$ cat src/rtl/spi_byte_engine.sv
`timescale 1ns/1ps
// spi_byte_engine: byte-level mode-0 SPI master PHY with chip-select framing and SCLK divider.
// Build option SPI_LOOPBACK_EN: the receive shifter samples spi_mosi internally instead of spi_miso.
module spi_byte_engine #(
    parameter int CLK_DIV = 2
) (
    input  logic       p_clk,
    input  logic       rst,
    input  logic       tx_valid,
    output logic       tx_ready,
    input  logic [7:0] tx_data,
    input  logic       tx_last,
    output logic       rx_valid,
    output logic [7:0] rx_data,
    output logic       busy,
    output logic       spi_sclk,
    output logic       spi_mosi,
    input  logic       spi_miso,
    output logic       spi_cs_n
);
    // state | meaning
    // IDLE  | CS high, ready for the first byte of a frame
    // SETUP | CS low, MOSI holds bit 7, D cycles before the first rising edge
    // SHIFT | eight SCLK periods
    // WAIT  | CS low between bytes, ready for the next byte, no timeout
    // HOLD  | CS low for D cycles after the last falling edge
    // GAP   | CS high for D cycles before returning to IDLE
    typedef enum logic [2:0] {IDLE, SETUP, SHIFT, WAIT, HOLD, GAP} state_t;

    localparam logic [7:0] DIV_LAST = 8'(CLK_DIV - 1);

    state_t     state_q, state_d;
    logic [7:0] div_q, div_d;
    logic [7:0] tmr_q, tmr_d;
    logic [2:0] bit_cnt_q, bit_cnt_d;
    logic [6:0] tx_shift_q, tx_shift_d;
    logic [7:0] rx_shift_q, rx_shift_d;
    logic [7:0] rx_data_q, rx_data_d;
    logic       last_q, last_d;
    logic       rx_valid_q, rx_valid_d;
    logic       sclk_q, sclk_d;
    logic       mosi_q, mosi_d;
    logic       cs_n_q, cs_n_d;

    logic accept, div_run, wrap, sclk_rise, sclk_fall, byte_done, rx_bit;

`ifdef SPI_LOOPBACK_EN
    logic unused_miso;
    assign unused_miso = spi_miso;
    assign rx_bit      = mosi_q;
`else
    assign rx_bit      = spi_miso;
`endif

    assign tx_ready  = (state_q == IDLE) || (state_q == WAIT);
    assign busy      = (state_q != IDLE);
    assign accept    = tx_valid && tx_ready;
    assign div_run   = (state_q == SETUP) || (state_q == SHIFT);
    assign wrap      = div_run && (div_q == DIV_LAST);
    assign sclk_rise = wrap && !sclk_q;
    assign sclk_fall = wrap && sclk_q;
    assign byte_done = sclk_fall && (bit_cnt_q == 3'd7);

    always_ff @(posedge p_clk) begin
        if (rst) begin
            state_q <= IDLE;
        end else begin
            state_q <= state_d;
        end
    end

    always_comb begin
        state_d = state_q;
        case (state_q)
            IDLE, WAIT: if (accept) state_d = SETUP;
            SETUP:      if (wrap) state_d = SHIFT;
            SHIFT:      if (byte_done) state_d = last_q ? HOLD : WAIT;
            HOLD:       if (tmr_q == 8'd0) state_d = GAP;
            GAP:        if (tmr_q == 8'd0) state_d = IDLE;
            default:    state_d = IDLE;
        endcase
    end

    always_comb begin
        div_d = 8'd0;
        if (div_run && !wrap) div_d = div_q + 8'd1;

        // SCLK phase only advances on divider wrap and is forced low outside SETUP/SHIFT
        sclk_d = wrap ? !sclk_q : sclk_q;
        if (!div_run) sclk_d = 1'b0;

        tx_shift_d = tx_shift_q;
        mosi_d     = mosi_q;
        rx_shift_d = rx_shift_q;
        bit_cnt_d  = bit_cnt_q;
        last_d     = last_q;
        if (accept) begin
            tx_shift_d = tx_data[6:0];
            mosi_d     = tx_data[7];
            rx_shift_d = 8'd0;
            bit_cnt_d  = 3'd0;
            last_d     = tx_last;
        end
        if (sclk_rise) rx_shift_d = {rx_shift_q[6:0], rx_bit};
        if (sclk_fall) begin
            tx_shift_d = {tx_shift_q[5:0], 1'b0};
            mosi_d     = tx_shift_q[6];
            bit_cnt_d  = bit_cnt_q + 3'd1;
        end

        rx_valid_d = byte_done;
        rx_data_d  = byte_done ? rx_shift_q : rx_data_q;
        cs_n_d     = (state_d == IDLE) || (state_d == GAP);

        tmr_d = tmr_q;
        if ((state_d != state_q) && ((state_d == HOLD) || (state_d == GAP))) begin
            tmr_d = DIV_LAST;
        end else if (tmr_q != 8'd0) begin
            tmr_d = tmr_q - 8'd1;
        end
    end

    always_ff @(posedge p_clk) begin
        if (rst) begin
            div_q      <= 8'd0;
            tmr_q      <= 8'd0;
            bit_cnt_q  <= 3'd0;
            tx_shift_q <= 7'd0;
            rx_shift_q <= 8'd0;
            rx_data_q  <= 8'd0;
            last_q     <= 1'b0;
            rx_valid_q <= 1'b0;
            sclk_q     <= 1'b0;
            mosi_q     <= 1'b0;
            cs_n_q     <= 1'b1;
        end else begin
            div_q      <= div_d;
            tmr_q      <= tmr_d;
            bit_cnt_q  <= bit_cnt_d;
            tx_shift_q <= tx_shift_d;
            rx_shift_q <= rx_shift_d;
            rx_data_q  <= rx_data_d;
            last_q     <= last_d;
            rx_valid_q <= rx_valid_d;
            sclk_q     <= sclk_d;
            mosi_q     <= mosi_d;
            cs_n_q     <= cs_n_d;
        end
    end

    assign rx_valid = rx_valid_q;
    assign rx_data  = rx_data_q;
    assign spi_sclk = sclk_q;
    assign spi_mosi = mosi_q;
    assign spi_cs_n = cs_n_q;

endmodule

$ cat config.mk
export PLATFORM = sky130hd
export DESIGN_NAME = spi_byte_engine
export DESIGN_NICKNAME = d
export VERILOG_FILES = /design/src/rtl/spi_byte_engine.sv
export SDC_FILE = /design/constraint.sdc
export NUM_CORES = 1
export LEC_CHECK = 0
export CAP_MARGIN = 15
export CORE_MARGIN = 2
export CORE_UTILIZATION = 56
export CTS_CLUSTER_SIZE = 30
export DETAILED_ROUTE_END_ITERATION = 10
export DONT_BUFFER_PORTS = 1
export MAX_ROUTING_LAYER = met4
export PLACE_DENSITY = 0.82
export SLEW_MARGIN = 10
export SYNTH_ARGS = -nofsm -noshare
export SYNTH_HDL_FRONTEND = slang
export SYNTH_SLANG_ARGS = --single-unit
$ cat constraint.sdc
create_clock -name p_clk -period 2.1 [get_ports p_clk]
set_input_delay 0.42 -clock p_clk [delete_from_list [all_inputs] [get_ports p_clk]]
set_output_delay 0.42 -clock p_clk [all_outputs]
set_load 0.01 [all_outputs]
==> results of run 1 <==
-- sequential cells by signal, summed over array words and instances (netlist names), 3 cells and up --
register / cells
state_q: 3
rx_shift_q: 8
div_q: 8
tx_shift_q: 7
bit_cnt_q: 3
rx_data: 8
tmr_q: 8
-- logic make-up after synthesis --
logic type	count (synthesis)
xor gates and xnor gates	11
DFF	50
muxes	9
and+or+nand+nor	89
buffers and inverters	24
adders and majority gates	5
AOI/OAI and AO/OA	65
-- through the flow --
stage / cells / area [µm²]
floorplan: 253 / 2307
global placement: 299 / 2405
detailed placement: 299 / 2405
CTS: 307 / 2521
global route: 307 / 2545
finish: 307 / 2545
-- power by group --
part	internal (W)	switching, W
clock	0.000361	0.000342
combinational	0.000224	0.000251
sequential	0.00102	0.0000733
total	0.00161	0.000666
-- synthesized netlist by cell type (all sizes together) (2+ instances only) --
| cell type | n |
|---|---|
| dfxtp | 50 |
| a21oi | 25 |
| nand3 | 16 |
| nor2 | 15 |
| nor3 | 13 |
| clkbuf | 12 |
| o211ai | 11 |
| nand4 | 10 |
| o31ai | 9 |
| a211oi | 8 |
| mux2i | 8 |
| xnor2 | 8 |
| inv | 6 |
| and2 | 5 |
| buf | 5 |
| ha | 5 |
| nand2 | 4 |
| nor4 | 4 |
| and3 | 3 |
| nor2b | 3 |
| o21ai | 3 |
| or4 | 3 |
| xor2 | 3 |
| a211o | 2 |
| and4 | 2 |
| nor3b | 2 |
| or3 | 2 |
| or3b | 2 |
| or4b | 2 |
-- worst paths after layout --
kind,start,endpoint,cells after the start
max,div_q[4],rx_data[5],5
min,rst,rx_data[2],1
max reg2reg,div_q[4],rx_data[5],5
min reg2reg,div_q[0],div_q[0],1
-- metal layers --
metal  GRT usage (%)  up-vias
li1                -      957
met1           28.63      926
met2           32.52       45
met3           5.921       10
met4           9.000        0
met5               -        -
-- worst max-delay path: cells and delay by family (launching register included) --
family | cells | cell delay, ps
AOI/OAI and AO/OA | 2 | 330
and+or+nand+nor | 2 | 1100
buffers and inverters | 1 | 180
DFF | 1 | 320
-- repair_timing --
item,CTS,global route
gates resized for setup,0,5
endpoints found under the hold margin,0,0
setup endpoints to repair,0,11
-- layout make-up --
type	instances	area (µm²)
tap	50	62.56
inverter	7	26.28
timing repair buffer	13	110.1
sequential	50	1002
fill	323	1426
clock buffer	5	68.82
clock inverter	3	47.55
multi-input combinational	179	1227
==> metrics.yaml, run 1 <==
outcome:
  status: "complete, no violations"
placement:
  io_buffers: 0
  gp_congestion: 0.8124
  place_ws_ps: 36.74
  dp_hpwl_um: 3150
synthesis:
  synthesis.area_mm2: 0.002305
  synthFlopType: "dfxtp_1"
  synth.distinct_cells: 47
  ys_async_sr_fraction_pct: 0
  ys_top_cells_by_area: "dfxtp_1 43%, a21oi_1 5.4%, o211ai_1 3.6%, mux2i_1 3.5%, nand3_1 3.5%"
  ys_seq_elements: 50
  synthSimpleGateAreaFrac_pct: 22.86
  synth-xor-area-share_pct: 4.180
  synth_edf_count: 0
  synth_area_leader_cell: "dfxtp_1"
  ys_seq_area_share_pct: 43.43
  synth_compound_area_share_pct: 18.46
  yosys_warnings: 0
  syn-instance-count: 253
  yosysTopAreaCellShare_pct: 43.43
  synth_mux_area_share_pct: 3.963
  synth_nets: 271
  syn_avg_cell_area_um2: 9.110
  synthAdderAreaFrac_pct: 2.714
  synth_top_family_by_area: "simple AND/OR/NAND/NOR gates"
cts:
  cts_sinks: 50
  insertion_delay_ps: 320
  root_buffer: "clkbuf_8"
  cts_tree: "yes"
  cts_made_buffers: 5
  cts_buffer_depth: 2
  post-cts-setup-buffers: 0
  clk_pin_slew_ps: 100
  h-tree-depth: 2
  hold_buffers: 0
cells_and_area:
  fin_util_pct: 64.08
  final_common_cell: "dfxtp_1"
  fin_nets: 274
  diodes: 0
  layout-drive-gt1-share_pct: 12.84
  layout_common_cells: "49 x dfxtp_1, 25 x a21oi_1, 16 x nand3_1"
  area_growth_pct: 10.42
critical_path:
  worstPathArrival_ps: 2240
  cp_slowest_stage_delay_ps: 570
  path_class: "reg2reg"
  cp-end-kind: "flip-flop"
  critPathLaunchType: "flip-flop"
  r2r_slack_ps: 70
  required_ps: 2310
  path_max_fanout: 26
  cp_cell_sequence: "or4_4 -> or4_4 -> buf_12 -> o31ai_2 -> a21oi_1"
  worst_path_most_repeated_cell: "or4_4"
  slowest_stage: "or4_4"
drt:
  wl_met1_um: 2232
  dr.max_layer_used: "met4"
  wire_per_inst_um: 15.67
  num_vias: 1938
  ant_nets: 0
  route.detailed.drc: 0
  first_pass_iters: 4
  viasPerCell: 6.313
  met3_wirelength_um: 236
  wl_met2_um: 2250
  routed_wl_um: 4810
  drtIter0Drc: 185
sta:
  timing.final.ws_setup_ps: 65.38
  rsz0062_at_grt: "false"
  fin_skew_ps: 10.84
  finalSetupTns_ps: 0
  finalHoldViolations: 0
  setup_violations: 0
  max_slew.worst_pin.slew_ps: 548.1
  period_needed_ps: 2035
  period_share_pct: 96.89
  slew_headroom_pct: 63.21
  whs_ps: 161.4
  slew_violations: 0
  max_freq_mhz: 491.5
power_and_ir_drop:
  ir_worst_vdd_uv: 567.7
  power.density_mw_per_mm2: 892.8
  leakagePower_nw: 0.9224
  total_power_w: 0.002272
global_routing:
  gr-total-overflow: 0
  grt_max_degree: 36
  grt_usage_pct: 22.06
  grt_antenna_before_repair: 0
  grt_first_pass_wirelength_um: 7527
  grt_pass1_vias: 1661
floorplanning:
  placementRows: 23
  die_h_um: 68.15
  coreArea_mm2: 0.003971
  dieArea_mm2: 0.004644
  ios: 27
  start_util_pct: 58.03
  die_x_um: 68.15
hold_path:
  hold_path_class: "in2reg"
run:
  cap_violations: 0
Power figures use the tool's default switching activity.
==> run 2: changes to the inputs <==
--- a/config.mk
+++ b/config.mk
@@ -5,9 +5,10 @@
 export SDC_FILE = /design/constraint.sdc
 export NUM_CORES = 1
 export LEC_CHECK = 0
-export CAP_MARGIN = 15
+export CELL_PAD_IN_SITES_DETAIL_PLACEMENT = 0
+export CELL_PAD_IN_SITES_GLOBAL_PLACEMENT = 1
 export CORE_MARGIN = 2
-export CORE_UTILIZATION = 56
+export CORE_UTILIZATION = 43
 export CTS_CLUSTER_SIZE = 30
 export DETAILED_ROUTE_END_ITERATION = 10
 export DONT_BUFFER_PORTS = 1
==> run 2 against run 1 <==
- worst setup slack gained 74 ps
- via count fell by 1.5%
- critical path depth stayed put
- first-iteration DRC count down 35%
- critical endpoint is now rx_data[3]
- largest cell class unchanged
- highest routed layer unchanged
==> metrics.yaml, run 2 (same netlist as run 1, synthesis figures left out) <==
placement:
  io_buffers: 0  # unchanged
  gp_congestion: 0.7565  # was 0.8124
  dp_hpwl_um: 3381  # was 3150 µm
  place_ws_ps: 146.9  # was 36.74 ps
cts:
  cts_sinks: 50  # unchanged
  cts_made_buffers: 5  # unchanged
  clk_pin_slew_ps: 100  # about the same
  hold_buffers: 0  # unchanged
  cts_buffer_depth: 2  # unchanged
  root_buffer: "clkbuf_8"  # unchanged
  cts_tree: "yes"  # unchanged
  insertion_delay_ps: 300  # was 320 ps
  h-tree-depth: 2  # unchanged
sta:
  timing.final.ws_setup_ps: 139.3  # was 65.38 ps
  slew_headroom_pct: 65.64  # was 63.21%
  max_freq_mhz: 510.0  # was 491.5 MHz
  rsz0062_at_grt: "false"  # unchanged
  period_needed_ps: 1961  # was 2035 ps
  finalSetupTns_ps: 0  # unchanged
  max_slew.worst_pin.slew_ps: 511.9  # was 548.1 ps
  period_share_pct: 93.37  # was 96.89%
  setup_violations: 0  # unchanged
  fin_skew_ps: 7.106  # was 10.84 ps
  whs_ps: 171.5  # was 161.4 ps
  slew_violations: 0  # unchanged
  finalHoldViolations: 0  # unchanged
power_and_ir_drop:
  leakagePower_nw: 0.9422  # was 0.9224 nW
  swShare_pct: 30.22  # was 29.32%
  intPower_w: 0.001510  # was 0.001606 W
  ir_worst_vdd_uv: 448.8  # was 567.7 µV
  p_sw_w: 0.0006541  # was 0.0006662 W
  power.density_mw_per_mm2: 839.8  # was 892.8 mW/mm²
  pwr-share-clk_pct: 26.1  # was 30.9%
  comb_power_share_pct: 23.8  # was 20.9%
  power_frac_seq_pct: 50.2  # was 48.1%
  total_power_w: 0.002165  # was 0.002272 W
outcome:
  status: "complete, no violations"  # unchanged
cells_and_area:
  fin_nets: 283  # was 274
  diodes: 0  # unchanged
  final_common_cell: "dfxtp_1"  # unchanged
  layout_common_cells: "50 x dfxtp_1, 25 x a21oi_1, 22 x buf_4"  # was 49 x dfxtp_1, 25 x a21oi_1, 16 x nand3_1
  nFillCells: 536  # was 323
  area_growth_pct: 11.83  # was 10.42%
  layout-drive-gt1-share_pct: 14.29  # was 12.84%
global_routing:
  grt_first_pass_wirelength_um: 8404  # was 7527 µm
  gr-total-overflow: 0  # unchanged
  grt_usage_pct: 17.52  # was 22.06%
  grt_max_degree: 36  # unchanged
  grt_antenna_before_repair: 0  # unchanged
  grt_pass1_vias: 1819  # was 1661
drt:
  routed_wl_um: 4855  # was 4810 µm
  first_pass_iters: 4  # unchanged
  route.detailed.drc: 0  # unchanged
  drtIter0Drc: 120  # was 185
  viasPerCell: 5.682  # was 6.313
  ant_nets: 0  # unchanged
  num_vias: 1909  # was 1938
  wire_per_inst_um: 14.45  # was 15.67 µm
hold_path:
  hold_path_class: "in2reg"  # unchanged
critical_path:
  cp-end-kind: "flip-flop"  # unchanged
  worstPathArrival_ps: 2150  # was 2240 ps
  required_ps: 2290  # was 2310 ps
  critPathLaunchType: "flip-flop"  # unchanged
  path_max_fanout: 13  # was 26
  path_class: "reg2reg"  # unchanged
floorplanning:
  placementRows: 26  # was 23
  die_h_um: 77.21  # was 68.15 µm
  dieArea_mm2: 0.005961  # was 0.004644 mm²
  coreArea_mm2: 0.005140  # was 0.003971 mm²
  start_util_pct: 44.84  # was 58.03%
  ios: 27  # unchanged
  die_x_um: 77.21  # was 68.15 µm
run:
  cap_violations: 0  # unchanged
run 2: changes by cell type in the layout (fill, tap and decap cells not counted), sizes merged:
cell,previous run,this run
buf,13,22
bufinv,1,0
clkinv,2,3
clkinvlp,0,1
inv,7,6
run 2: final cells by class:
cell class	count	area, µm²	area share, %
inverter	7	26.28	1.019
multi-input combinational	179	1207	46.84
sequential	50	1001	38.83
clock inverter	3	21.27	0.8252
timing repair buffer	22	165.2	6.408
clock buffer	5	68.82	2.670
tap	70	87.58	3.398
run 2: per-layer routing:
| layer | track usage, % | part of all wire, % | wire [µm] |
|---|---|---|---|
| met5 | - | 0 | 0 |
| met4 | 5.714 | 1.1 | 55 |
| met3 | 4.118 | 4.5 | 217 |
| met2 | 27.48 | 46 | 2240 |
| met1 | 22.33 | 48 | 2340 |
run 2: critical path: stages (launching register included):
cell and delay (ps):
dfxtp_1 320, or4_4 530, or4_4 500, buf_4 200, o31ai_1 210, a21oi_1 90
run 2: through the flow:
stage	util, %	cell area [µm²]	cells
after floorplan	-	2307	253
after global placement	48.34	2485	328
after detailed placement	48.34	2485	328
after CTS	50.10	2575	336
after global routing	50.15	2577	336
final	50.15	2577	336
run 2: worst paths after layout:
path | endpoint | start | slack, ps | cells after the start
setup reg to reg | rx_data[3] | div_q[4] | 140 | 5
setup / recovery | rx_data[3] | div_q[4] | 140 | 5
hold reg to reg | rx_shift_q[6] | rx_shift_q[5] | 470 | 2
hold / removal | tmr_q[0] | rst | 170 | 1
run 2: repair_timing:
item                       4_1_cts  5_1_grt
buffers inserted                 0        0
resized for setup                0        1
setup endpoints to repair        0        1
run 2: power by group through the flow:
stage | logic (W) | registers [W] | clock network, W
after global placement | 0.000508 | 0.00111 | 0
after global routing | 0.000574 | 0.00110 | 0.000618
after CTS | 0.000521 | 0.00109 | 0.000580
after floorplan | 0.000378 | 0.00110 | 0
after detailed placement | 0.000519 | 0.00111 | 0
final | 0.000515 | 0.00109 | 0.000564
==> run 3: changes to the inputs <==
--- a/config.mk
+++ b/config.mk
@@ -8,12 +8,11 @@
 export CELL_PAD_IN_SITES_DETAIL_PLACEMENT = 0
 export CELL_PAD_IN_SITES_GLOBAL_PLACEMENT = 1
 export CORE_MARGIN = 2
-export CORE_UTILIZATION = 43
+export CORE_UTILIZATION = 38
 export CTS_CLUSTER_SIZE = 30
 export DETAILED_ROUTE_END_ITERATION = 10
-export DONT_BUFFER_PORTS = 1
 export MAX_ROUTING_LAYER = met4
-export PLACE_DENSITY = 0.82
+export PLACE_DENSITY = 0.83
 export SLEW_MARGIN = 10
 export SYNTH_ARGS = -nofsm -noshare
 export SYNTH_HDL_FRONTEND = slang
==> run 3 against run 2 <==
- core utilization fell by 0.40 points
- final cell count rose by 9.5%
- critical path depth rose by 2
- global-route usage fell by 1.2 points
- final area rose by 14%
- via count rose by 5.0%
- clock power rose by 24%
- sequential share of layout area fell by 4.6 points
- register-to-register slack got worse by 50 ps
- sequential cell count did not move
- routed wire length rose by 2.4%
- non-clock buffer count rose by 27
- largest power group unchanged
==> metrics.yaml, run 3 (same netlist as run 1, synthesis figures left out) <==
floorplanning:
  placementRows: 28  # was 26
  coreArea_mm2: 0.005886  # was 0.005140 mm²
  die_x_um: 81.88  # was 77.21 µm
  die_h_um: 81.88  # was 77.21 µm
  start_util_pct: 39.16  # was 44.84%
  ios: 27  # unchanged
  dieArea_mm2: 0.006704  # was 0.005961 mm²
critical_path:
  path_max_fanout: 16  # was 13
  path_class: "reg2reg"  # unchanged
  required_ps: 2290  # about the same
  cp-end-kind: "flip-flop"  # unchanged
  r2r_slack_ps: 90  # was 140 ps
  worstPathArrival_ps: 2210  # was 2150 ps
  critPathLaunchType: "flip-flop"  # unchanged
global_routing:
  grt_antenna_before_repair: 0  # unchanged
  grt_first_pass_wirelength_um: 8362  # was 8404 µm
  grt_pass1_vias: 1873  # was 1819
  grt_usage_pct: 16.31  # was 17.52%
  grt_max_degree: 29  # was 36
  gr-total-overflow: 0  # unchanged
cts:
  clk_pin_slew_ps: 100  # about the same
  cts_tree: "yes"  # unchanged
  cts_made_buffers: 5  # unchanged
  cts_buffer_depth: 2  # unchanged
  insertion_delay_ps: 310  # was 300 ps
  cts_sinks: 50  # unchanged
  root_buffer: "clkbuf_8"  # unchanged
  hold_buffers: 0  # unchanged
  h-tree-depth: 2  # unchanged
placement:
  postPlaceCellArea_mm2: 0.002751  # was 0.002485 mm²
  dp_hpwl_um: 3456  # was 3381 µm
  gp_congestion: 0.8568  # was 0.7565
  place_ws_ps: 60.08  # was 146.9 ps
  io_buffers: 26  # was 0
drt:
  viasPerCell: 5.446  # was 5.682
  drtIter0Drc: 103  # was 120
  route.detailed.drc: 0  # unchanged
  num_vias: 2004  # was 1909
  wire_per_inst_um: 13.51  # was 14.45 µm
  ant_nets: 0  # unchanged
  routed_wl_um: 4970  # was 4855 µm
  first_pass_iters: 4  # unchanged
cells_and_area:
  final_cell_area_mm2: 0.002928  # was 0.002577 mm²
  final_common_cell: "dfxtp_1"  # unchanged
  layout-drive-gt1-share_pct: 16.04  # was 14.29%
  layout_common_cells: "49 x dfxtp_1, 26 x clkdlybuf4s50_1, 25 x a21oi_1"  # was 50 x dfxtp_1, 25 x a21oi_1, 22 x buf_4
  nFillCells: 553  # was 536
  fin_util_pct: 49.74  # was 50.15%
  area_growth_pct: 27.04  # was 11.83%
  diodes: 0  # unchanged
  fin_nets: 310  # was 283
sta:
  max_slew.worst_pin.slew_ps: 528.9  # was 511.9 ps
  finalHoldViolations: 0  # unchanged
  setup_violations: 0  # unchanged
  whs_ps: 478.6  # was 171.5 ps
  slew_violations: 0  # unchanged
  timing.final.ws_setup_ps: 86.66  # was 139.3 ps
  period_share_pct: 95.87  # was 93.37%
  period_needed_ps: 2013  # was 1961 ps
  slew_headroom_pct: 64.50  # was 65.64%
  max_freq_mhz: 496.7  # was 510.0 MHz
  fin_skew_ps: 6.645  # was 7.106 ps
run:
  cap_violations: 0  # unchanged
outcome:
  status: "complete, no violations"  # unchanged
power_and_ir_drop:
  total_power_w: 0.002362  # was 0.002165 W
  ir_worst_vdd_uv: 468.7  # was 448.8 µV
  leakagePower_nw: 1.064  # was 0.9422 nW
  power.density_mw_per_mm2: 806.9  # was 839.8 mW/mm²
hold_path:
  hold_path_class: "reg2reg"  # was in2reg
## run 3: area by class of cell
| cell class | count | area, µm² | share of cell area [%] |
|---|---|---|---|
| Multi-Input combinational cell | 179 | 1247 | 42.61 |
| Clock inverter | 3 | 48.80 | 1.667 |
| Sequential cell | 50 | 1002 | 34.23 |
| Timing Repair Buffer | 49 | 440.4 | 15.04 |
| Tap cell | 75 | 93.84 | 3.205 |
| Inverter | 7 | 26.28 | 0.8974 |
| Clock buffer | 5 | 68.82 | 2.350 |
## run 3: final timing paths
check | from | to | depth (start not counted)
hold reg to reg | rx_data[1] | rx_data[1] | 2
setup reg to reg | div_q[1] | rx_data[0] | 7
hold / removal | rx_data[1] | rx_data[1] | 2
setup / recovery | div_q[1] | rx_data[0] | 7
## run 3: report_power, final
part | internal, W | leakage, nW | switching [W]
clock | 0.000363 | 0.0563 | 0.000338
sequential | 0.00102 | 0.407 | 0.0000716
combinational | 0.000296 | 0.600 | 0.000274
## run 3: stage by stage
step           setup TNS (ps)  std cells
3_5_place_dp                0        359
4_1_cts                     0        367
6_report                    0        368
5_1_grt                -5.111        368
2_1_floorplan               0        253
3_3_place_gp                0        359
## run 3: metal layers
metal	track usage, %	routed length (µm)	up-vias
li1	-	-	1025
met1	20.96	2379	938
met2	24.72	2302	36
met3	3.846	212	5
met4	6.500	76	0
met5	-	0	-
## run 3: critical path, stage by stage, from the launching register on
cell and delay (ps):
dfxtp_1 340, inv_1 60, ha_1 130, or3b_4 410
or4_4 480, buf_8 180, o31ai_2 200, a21oi_1 110
## run 3: what timing repair did
item	in CTS	in global routing
resized for setup	2	9
cloned	0	0
pin swaps	0	1
setup endpoints to repair	2	10
setup buffers	0	1
